==> src/rtl/arduino_uart_tx_buffer.sv <==
// Buffered 9N1 UART transmitter: a synchronous FIFO of core words drained
// LSB-first onto a single idle-high serial line towards the Arduino.
module arduino_uart_tx_buffer #(
  parameter int unsigned CLKS_PER_BIT = 434,
  parameter int unsigned DATA_BITS    = 9,
  parameter int unsigned FIFO_DEPTH   = 8
) (
  input  logic                          clk_50,
  input  logic                          reset,
  input  logic [DATA_BITS-1:0]          tx_data,
  input  logic                          tx_valid,
  output logic                          tx_ready,
  output logic                          uart_tx,
  output logic                          busy,
  output logic [$clog2(FIFO_DEPTH):0]   fifo_count
);

  localparam int unsigned PW = $clog2(FIFO_DEPTH);
  localparam int unsigned CW = PW + 1;
  localparam int unsigned BW = (CLKS_PER_BIT > 1) ? $clog2(CLKS_PER_BIT) : 1;
  localparam int unsigned IW = (DATA_BITS > 1) ? $clog2(DATA_BITS) : 1;

  typedef enum logic [1:0] {IDLE, START, DATA, STOP} state_e;

  state_e               state_q, state_d;
  logic [BW-1:0]        baud_q, baud_d;
  logic [IW-1:0]        bit_q, bit_d;
  logic [DATA_BITS-1:0] shift_q, shift_d;
  logic                 tx_q, tx_d;
  logic                 busy_q, busy_d;
  logic [PW-1:0]        wr_q, wr_d, rd_q, rd_d;
  logic [CW-1:0]        count_q, count_d;
  logic [DATA_BITS-1:0] mem_q [FIFO_DEPTH];

  logic push, pop, baud_end;

  // Full check uses the registered count only, so a same-edge pop never frees a slot.
  assign tx_ready   = (count_q != CW'(FIFO_DEPTH));
  assign push       = tx_valid && tx_ready;
  assign baud_end   = (baud_q == BW'(CLKS_PER_BIT - 1));
  assign uart_tx    = tx_q;
  assign busy       = busy_q;
  assign fifo_count = count_q;

  always_comb begin
    state_d = state_q;
    baud_d  = baud_q;
    bit_d   = bit_q;
    shift_d = shift_q;
    tx_d    = tx_q;
    pop     = 1'b0;
    unique case (state_q)
      IDLE: begin
        if (count_q != '0) begin
          pop     = 1'b1;
          shift_d = mem_q[rd_q];
          tx_d    = 1'b0;
          baud_d  = '0;
          state_d = START;
        end
      end
      START: begin
        if (baud_end) begin
          baud_d  = '0;
          tx_d    = shift_q[0];
          bit_d   = '0;
          state_d = DATA;
        end else begin
          baud_d = baud_q + BW'(1);
        end
      end
      DATA: begin
        if (baud_end) begin
          baud_d = '0;
          if (bit_q == IW'(DATA_BITS - 1)) begin
            tx_d    = 1'b1;
            state_d = STOP;
          end else begin
            bit_d   = bit_q + IW'(1);
            shift_d = {1'b0, shift_q[DATA_BITS-1:1]};
            tx_d    = shift_q[1];
          end
        end else begin
          baud_d = baud_q + BW'(1);
        end
      end
      STOP: begin
        if (baud_end) begin
          baud_d = '0;
          // Chain straight into the next start bit when more words are waiting.
          if (count_q != '0) begin
            pop     = 1'b1;
            shift_d = mem_q[rd_q];
            tx_d    = 1'b0;
            state_d = START;
          end else begin
            state_d = IDLE;
          end
        end else begin
          baud_d = baud_q + BW'(1);
        end
      end
      default: state_d = IDLE;
    endcase

    wr_d    = push ? wr_q + PW'(1) : wr_q;
    rd_d    = pop  ? rd_q + PW'(1) : rd_q;
    count_d = count_q + CW'(push) - CW'(pop);
    busy_d  = (state_d != IDLE) || (count_d != '0);
  end

  always_ff @(posedge clk_50 or negedge reset) begin
    if (!reset) begin
      state_q <= IDLE;
      baud_q  <= '0;
      bit_q   <= '0;
      shift_q <= '0;
      tx_q    <= 1'b1;
      busy_q  <= 1'b0;
      wr_q    <= '0;
      rd_q    <= '0;
      count_q <= '0;
    end else begin
      state_q <= state_d;
      baud_q  <= baud_d;
      bit_q   <= bit_d;
      shift_q <= shift_d;
      tx_q    <= tx_d;
      busy_q  <= busy_d;
      wr_q    <= wr_d;
      rd_q    <= rd_d;
      count_q <= count_d;
    end
  end

  // Storage needs no reset; occupancy is tracked by the pointers and count.
  always_ff @(posedge clk_50) begin
    if (push) mem_q[wr_q] <= tx_data;
  end

endmodule

==> config.mk <==
export PLATFORM = sky130hd
export DESIGN_NAME = arduino_uart_tx_buffer
export DESIGN_NICKNAME = d
export VERILOG_FILES = /design/src/rtl/arduino_uart_tx_buffer.sv
export SDC_FILE = /design/constraint.sdc
export NUM_CORES = 1
export LEC_CHECK = 0
export ABC_AREA = 1
export CORE_AREA = 2 2 99 101
export DETAILED_ROUTE_END_ITERATION = 10
export DIE_AREA = 0 0 101 103
export HOLD_SLACK_MARGIN = 0.06
export PLACE_DENSITY = 0.8
export SLEW_MARGIN = 0
export SYNTH_ARGS = -nofsm -noshare
export SYNTH_HDL_FRONTEND = slang
export SYNTH_SLANG_ARGS = --single-unit
==> constraint.sdc <==
create_clock -name clk_50 -period 2.7 [get_ports clk_50]
set_input_delay 0.27 -clock clk_50 [delete_from_list [all_inputs] [get_ports clk_50]]
set_output_delay 0.27 -clock clk_50 [all_outputs]
set_load 0.005 [all_outputs]
Word-level counts from Yosys, hierarchy flattened --
Memories as Yosys holds them, arrays and structs flattened. Cells that the tools add are included.
Cells by class: equal/unequal tests 11, reductions and logical operators 12, $add $sub $neg 6, mux-type cells 30
Operator list (count):
- $mux 9 | 6
- $pmux 9 s3 | 1
- $pmux 9 s2 | 1
- $mux 4 | 3
- $mux 1 | 10
- $mux 2 | 5
- $ne 2x2->1 const B | 5
- $add 9x1->9 const B | 1
- $eq 9x9->1 const B | 1
- $pmux 2 s4 | 1
- $pmux 4 s2 | 1
- $reduce_and 4->1 | 2
- $reduce_bool 4->1 | 2
- $add 3x1->3 const B | 2
- $add 4x1->4 | 1
- $add 4x1->4 const B | 1
- $eq 2x2->1 const B | 2
- $eq 4x4->1 const B | 1
- $ne 4x4->1 const B | 1
- $pmux 1 s4 | 1
- $reduce_bool 2->1 | 2
- $sub 4x1->4 | 1
- $reduce_and 3->1 | 1
- $reduce_bool 3->1 | 1
- other kinds (6) | 6
Storage, ports and cells: output and inout port bits 7, RAM bits 72, memories kept 1, input port bits 12, bits in registers 36
Memories:
- mem_q | words 8, width 9, read ports 1, clocked after Yosys merged registers in 0, write ports 1, RTL line 33 | logic [DATA_BITS-1:0] mem_q [FIFO_DEPTH];

Longest topological paths before layout --
Gate-level depths: netlist of run 1.
depth in word-level cells 7, mapped depth 18, gate-level depth less buffers 18

Worst setup path after synthesis of run 1 --
No wires, ideal clock.
kind reg2reg, start point register baud_q[0], end point register busy_q, in the netlist busy, period minus slack after synthesis 2603 ps, path slack 97 ps, setup time 122 ps, cell stages (with the launch flop) 18, data arrival time 2481 ps, buffers on the path 0, data required time 2578 ps, cell sequence dfrtp_1 ha_1 nand2_1 nor2_4 nand2_4 nand2_4 nand3_2 inv_2 ha_1 inv_1 ha_1 inv_1 fa_1 inv_1 nor3_1 nand3_1 nor2_1 nand2_1
Between the ends: cells in the longest elaborated chain, start to end 6
Ends and longest elaborated chain:
- from (decl) | RTL line 26 | logic [BW-1:0] baud_q, baud_d;
- from (signal assigned) | RTL line 125 | baud_q <= baud_d;
- $eq 9x9->1 | RTL line 40 | assign baud_end = (baud_q == BW'(CLKS_PER_BIT - 1));
- $mux 1 | RTL line 88 | if (baud_end) begin
- $pmux 1 s2 | RTL line 52 | unique case (state_q)
- named net pop | RTL line 35 | logic push, pop, baud_end;
- $sub 4x1->4 | RTL line 108 | count_d = count_q + CW'(push) - CW'(pop);
- named net count_d[1] | RTL line 32 | logic [CW-1:0] count_q, count_d;
- $reduce_bool 4->1 | RTL line 109 | busy_d = (state_d != IDLE) || (count_d != '0);
- $logic_or 1x1->1 | RTL line 109
- named net busy_d | RTL line 30 | logic busy_q, busy_d;
- to (signal assigned) | RTL line 129 | busy_q <= busy_d;
- to (decl) | RTL line 30
The timed path passes the listed nets, and every way through them passes these cells. A chain may end at the register's enable or synchronous reset.

Final worst setup path of run 1 --
start point register baud_q[1], end point register busy_q, in the netlist busy
The elaborated chain is that of the path after synthesis.

==> results of run 1 <==
[worst max-delay path, stage by stage (launching register included)]
cell     delay, ns
dfrtp_1       0.41
inv_2         0.08
ha_4          0.13
nand2_4       0.06
nor2_4        0.11
nand2_4       0.06
nand2_4       0.07
nand3_4       0.09
inv_4         0.08
ha_4          0.19
inv_4         0.05
ha_4          0.12
inv_2         0.04
fa_1          0.56
inv_2         0.05
nor3_2        0.14
nand3_1       0.10
nor2_1        0.09
nand2_1       0.06
[report_power, final]
group          internal, uW  total [uW]  switching (uW)  leakage, uW
clock                   377        1010             631     0.000104
combinational           319         753             434      0.00122
sequential             1990        2060            76.4      0.00109
[kinds of logic after synthesis]
| kind of cell | share of synthesized area, % |
|---|---|
| compound gates | 3.66 |
| xor+xnor | 1.56 |
| fa+ha+maj | 4.35 |
| buf+inv | 5.11 |
| flops | 60.5 |
| simple gates | 24.8 |
[flip-flops by register name, summed over array words and instances (netlist names)]
register,count
baud_q,9
bit_q,4
busy,1
fifo_count,4
mem_q,72
rd_q,3
shift_q,9
state_q,2
uart_tx,1
wr_q,3
[stage by stage]
step / instance area, um^2 / cells / TNS (ns) / hold slack, ns
floorplan: 5060 / 505 / 0 / -0.0256
global placement: 5460 / 643 / 0 / 0.400
detailed placement: 5460 / 643 / -0.0735 / 0.406
CTS: 5690 / 663 / 0 / 0.506
global route: 5810 / 667 / -0.0867 / 0.523
finish: 5810 / 667 / 0 / 0.496
[how the worst max path moves through the flow]
| stage | cells past startpoint | endpoint | slack [ns] | from |
|---|---|---|---|---|
| final | 18 | busy | 0.1 | baud_q[1] |
| after global routing | 17 | busy | -0.09 | fifo_count[2] |
| after CTS | 18 | busy | 0.01 | baud_q[1] |
| after detailed placement | 17 | busy | -0.07 | fifo_count[2] |
| after global placement | 16 | busy | 0.11 | state_q[0] |
| after floorplan | 17 | busy | 0.1 | baud_q[0] |
[layout make-up]
class / instances / share of cell area [%]
tap: 114 / 2.46
sequential: 108 / 52.7
multi-input combinational: 333 / 31.3
clock inverter: 7 / 1.40
inverter: 51 / 3.38
timing repair buffer: 45 / 6.55
clock buffer: 9 / 2.13
[routing by layer]
metal  track usage, %  vias to the layer above  routed length (um)
li1                 -                     1759                   -
met1             25.6                     1665                4140
met2             36.8                       95                5300
met3             4.27                       20                 457
met4             8.52                        0                 259
met5                0                        -                   0
[cells in the mapped netlist, types with 8 or more instances]
cell,instances,area share (%)
o21ai_0,16,1.6
nand3b_1,8,1.2
dfrtp_1,35,17
ha_1,16,4.0
clkinv_1,9,0.67
nand2_1,159,12
nor2_1,25,1.9
inv_1,37,2.7
edfxtp_1,72,43
nand3_1,61,6.0
a21oi_1,9,0.89
[repair_timing]
item,CTS,global route
pin swaps,2,7
setup endpoints to repair,1,1
setup buffers,3,4
cloned,0,0
hold buffers,1,0
gates resized for setup,2,21
hold endpoints to repair,35,0
==> flow_summary.yaml, run 1 <==
sta:
  max_freq_mhz: 385
  finalSetupViolCount: 0
  worstMarginPinSlew_ns: 0.807
  hold_violations: 0
  setup_ws_ns: 0.0998
  period_minus_slack_ns: 2.60
  rsz0062_at_grt: "yes"
  skew_ns: 0.0162
  slew_headroom_pct: 46.2
  finalCritPeriodShare_pct: 96.3
  timing.final.max_slew_violations: 0
synthesis:
  synth.ff_latch_count: 108
  ys.flop_type: "edfxtp_1"
  avgSynthCellArea_um2: 10.0
  synth.distinct_cells: 36
  synth_area_um2: 5060
  synthCells: 505
  synth_enable_flop_cells: 72
  async_reset_ff_share_pct: 33.3
  synth_nets: 534
  yosys_warnings: 0
  seq_area_frac_synth_pct: 60.5
global_routing:
  antenna_found_initial: 0
  grt_first_pass_wirelength_um: 16500
  grt_max_degree: 38
  grt_overflow: 0
  grt_usage_pct: 21.0
  grt_pass1_vias: 3468
power_and_ir_drop:
  vdd_drop_max_uv: 434
  p_leak_uw: 0.00241
  cellPowerDensity_nw_per_um2: 659
  p_total_uw: 3830
clock_tree:
  clock_path_buffers: 2
  cts_made_buffers: 9
  clock_latency_ns: 0.39
  clock_sinks: 108
  clkTransAtPathRegs_ns: 0.12
  htreeDepth: 3
  root_buffer: "clkbuf_8"
  tritoncts: "yes"
cells_and_area:
  seq_area_um2: 3060
  final_cell_mix: "156 x nand2_1, 72 x edfxtp_1, 61 x nand3_1"
  drive_above_1_share_pct: 14.6
  fin_util_pct: 61.4
  synthToLayoutAreaGrowth_pct: 14.7
  multi_input_area_um2: 1820
  layout_commonest_cell: "nand2_1"
  n_fill_cell: 762
  layout.nets: 577
  n_antenna_cell: 0
floorplanning:
  row_count: 36
  initial_core_util_pct: 53.5
  core-area_um2: 9460
  die_y_um: 103
  num_io_pins: 19
  dieArea_um2: 10400
  die_w_um: 101
setup_path:
  worst-setup-path-type: "flop to flop"
  r2r_start: "baud_q[1]"
  cp_max_fo: 2
  reg2reg_to: "busy"
  cp-start-kind: "flop"
  r2r_cells: 18
  end_kind: "flop"
  crit_arrival_ns: 2.88
  reg2reg_slack_ns: 0.1
  required_ns: 2.98
worst_hold_path:
  hp-class: "input pin to asynchronous set/reset pin"
place:
  routabilityCongestion: 0.961
  dp_hpwl_um: 6550
  pre_cts_ws_ns: -0.0735
  io_buffers: 18
routing:
  vias_per_cell: 5.31
  dr.pass1.iters: 5
  ant_nets: 0
  wire_per_inst_um: 15.2
  drc: 0
  finalWirelength_um: 10200
  drt_iter0_markers: 205
  vias: 3539
run:
  maxCapViolations: 0
run_status:
  status: "finished clean"
(Power assumes the default switching activity.)
==> inputs of run 2 (changes only) <==
--- a/config.mk
+++ b/config.mk
@@ -7,6 +7,7 @@
 export LEC_CHECK = 0
 export ABC_AREA = 1
 export CORE_AREA = 2 2 99 101
+export CTS_CLUSTER_SIZE = 40
 export DETAILED_ROUTE_END_ITERATION = 10
 export DIE_AREA = 0 0 101 103
 export HOLD_SLACK_MARGIN = 0.06
==> results of run 2 <==
Final layout, timing and power as in run 1 (identical DEF).
==> inputs of run 3 (changes only) <==
==> constraint.sdc (replaced) <==
create_clock -name clk_50 -period 2.2 [get_ports clk_50]
set_input_delay 0.22 -clock clk_50 [delete_from_list [all_inputs] [get_ports clk_50]]
set_output_delay 0.22 -clock clk_50 [all_outputs]
set_load 0.005 [all_outputs]
==> flow_summary.yaml, run 3 (same netlist as run 1, synthesis figures left out) <==
place:
  io_buffers: 18
  place_area_um2: 5720
  routabilityCongestion: 0.809
  dp_hpwl_um: 6930
setup_path:
  path_cells: "inv_2 -> ha_4 -> nand2_4 -> nor2_4 -> nand2_4 -> nand2_4 -> nand3_4 -> inv_4 -> ha_4 -> inv_2 -> ha_4 -> inv_2 -> fa_1 -> xnor2_2 -> nor3_2 -> nand3_1 -> nor2_1 -> nand2_1"
  r2r_cells: 18
  required_ns: 2.47
  cp-start-kind: "flop"
  reg2reg_to: "busy"
  worst-setup-path-type: "flop to flop"
  slowest_stage: "dfrtp_1"
  crit_family: "adder cells"
  crit_path_max_incr_delay_ns: 0.41
  cp_max_fo: 2
  r2r_start: "baud_q[1]"
  cp_num_cells: 18
  reg2reg_slack_ns: -0.28
  end_kind: "flop"
  cp_num_buf_inv: 4
  crit_arrival_ns: 2.75
sta:
  slew_headroom_pct: 46.2
  setup_ws_ns: -0.284
  finalSetupViolCount: 1
  timing.final.max_slew_violations: 0
  period_minus_slack_ns: 2.48
  max_freq_mhz: 403
  whs_ns: 0.459
  tns_ns: -0.284
  worstMarginPinSlew_ns: 0.807
  finalCritPeriodShare_pct: 113
  skew_ns: 0.0168
  hold_violations: 0
  rsz0062_at_grt: "yes"
cells_and_area:
  drive_above_1_share_pct: 18.2
  largest_register_ffs: 72
  reg_top3: "mem_q: 72 flops, baud_q: 9 flops, shift_q: 9 flops"
  top_register: "mem_q"
  n_fill_cell: 762
  layout_commonest_cell: "nand2_1"
  final_area_um2: 5980
  n_antenna_cell: 0
  synthToLayoutAreaGrowth_pct: 18.1
  final_cell_mix: "156 x nand2_1, 72 x edfxtp_1, 61 x nand3_1"
  layout.nets: 601
global_routing:
  antenna_found_initial: 0
  grt_overflow: 0
  grt_usage_pct: 21.4
  grt_first_pass_wirelength_um: 17100
  grt_max_degree: 37
  grt_pass1_vias: 3652
floorplanning:
  dieArea_um2: 10400
  die_w_um: 101
  die_y_um: 103
  row_count: 36
  initial_core_util_pct: 53.5
  num_io_pins: 19
  core-area_um2: 9460
routing:
  vias_per_cell: 5.34
  wire_per_inst_um: 14.8
  dr.pass1.iters: 5
  ant_nets: 0
  finalWirelength_um: 10200
  vias: 3687
  drc: 0
  drt_iter0_markers: 205
power_and_ir_drop:
  p_total_uw: 4700
  vdd_drop_max_uv: 494
  p_leak_uw: 0.00252
  cellPowerDensity_nw_per_um2: 785
clock_tree:
  htreeDepth: 3
  root_buffer: "clkbuf_8"
  clock_latency_ns: 0.37
  clock_sinks: 108
  clkTransAtPathRegs_ns: 0.11
  tritoncts: "yes"
  cts_made_buffers: 9
  clock_path_buffers: 2
run_status:
  status: "finished, violations left"
  violations: "negative setup slack"
run:
  maxCapViolations: 0
worst_hold_path:
  hp-class: "input pin to asynchronous set/reset pin"
-- run 3: changes by cell type in the layout (fill, tap and decap cells not counted) --
| cell | previous run | this run |
|---|---|---|
| buf_4 | 26 | 50 |
| clkinvlp_4 | 0 | 2 |
| inv_1 | 30 | 31 |
| inv_12 | 1 | 0 |
| inv_4 | 2 | 1 |
| inv_8 | 2 | 1 |
| xnor2_1 | 3 | 2 |
| xnor2_2 | 0 | 1 |
-- run 3: worst register-to-register path, delay by kind of cell, from the launching register on --
kind | cells | cell delay (ns)
adders and majority gates | 4 | 0.86
xor gates and xnor gates | 1 | 0.17
and+or+nand+nor | 9 | 0.71
DFF | 1 | 0.41
buffers and inverters | 4 | 0.24
-- run 3: repair_timing --
item | CTS | global route
gates resized for setup | 11 | 2
buffers inserted | 1 | 0
hold buffers | 1 | 0
pin swaps | 5 | 1
endpoints found under the hold margin | 35 | 0
setup endpoints to repair | 2 | 2
-- run 3: power breakdown --
part           leakage [uW]  internal (uW)  switching, uW
combinational       0.00134            446            559
sequential          0.00109           2440           81.6
clock             0.0000911            440            730
-- run 3: worst max path at each step --
stage | from | end
2_1_floorplan | baud_q[1] | busy
3_3_place_gp | state_q[0] | busy
3_5_place_dp | baud_q[1] | busy
4_1_cts | baud_q[1] | busy
5_1_grt | baud_q[1] | busy
6_report | baud_q[1] | busy
-- run 3: metal layers --
layer,up-vias,part of all wire (%),global-route usage (%)
met1,1761,41,25.8
met4,0,2.3,8.73
li1,1801,-,-
met3,26,4.5,4.34
met2,99,52,37.9
met5,-,0,0
-- run 3: stage by stage --
stage / setup slack [ns] / cells / utilization, %
finish: -0.284 / 691 / 63.2
floorplan: -0.339 / 505 / -
detailed placement: -0.367 / 673 / 60.5
global placement: -0.243 / 673 / 60.5
CTS: -0.313 / 691 / 63.2
global route: -0.413 / 691 / 63.2
-- run 3: area by class of cell --
class,instances,area (um^2),area share (%)
multi-input cells,333,1830,30.6
inverters,51,194,3.24
clock buffers,9,124,2.07
well taps,114,143,2.38
clock inverters,7,68.8,1.15
repair buffers,69,561,9.37
flip-flops and latches,108,3060,51.2
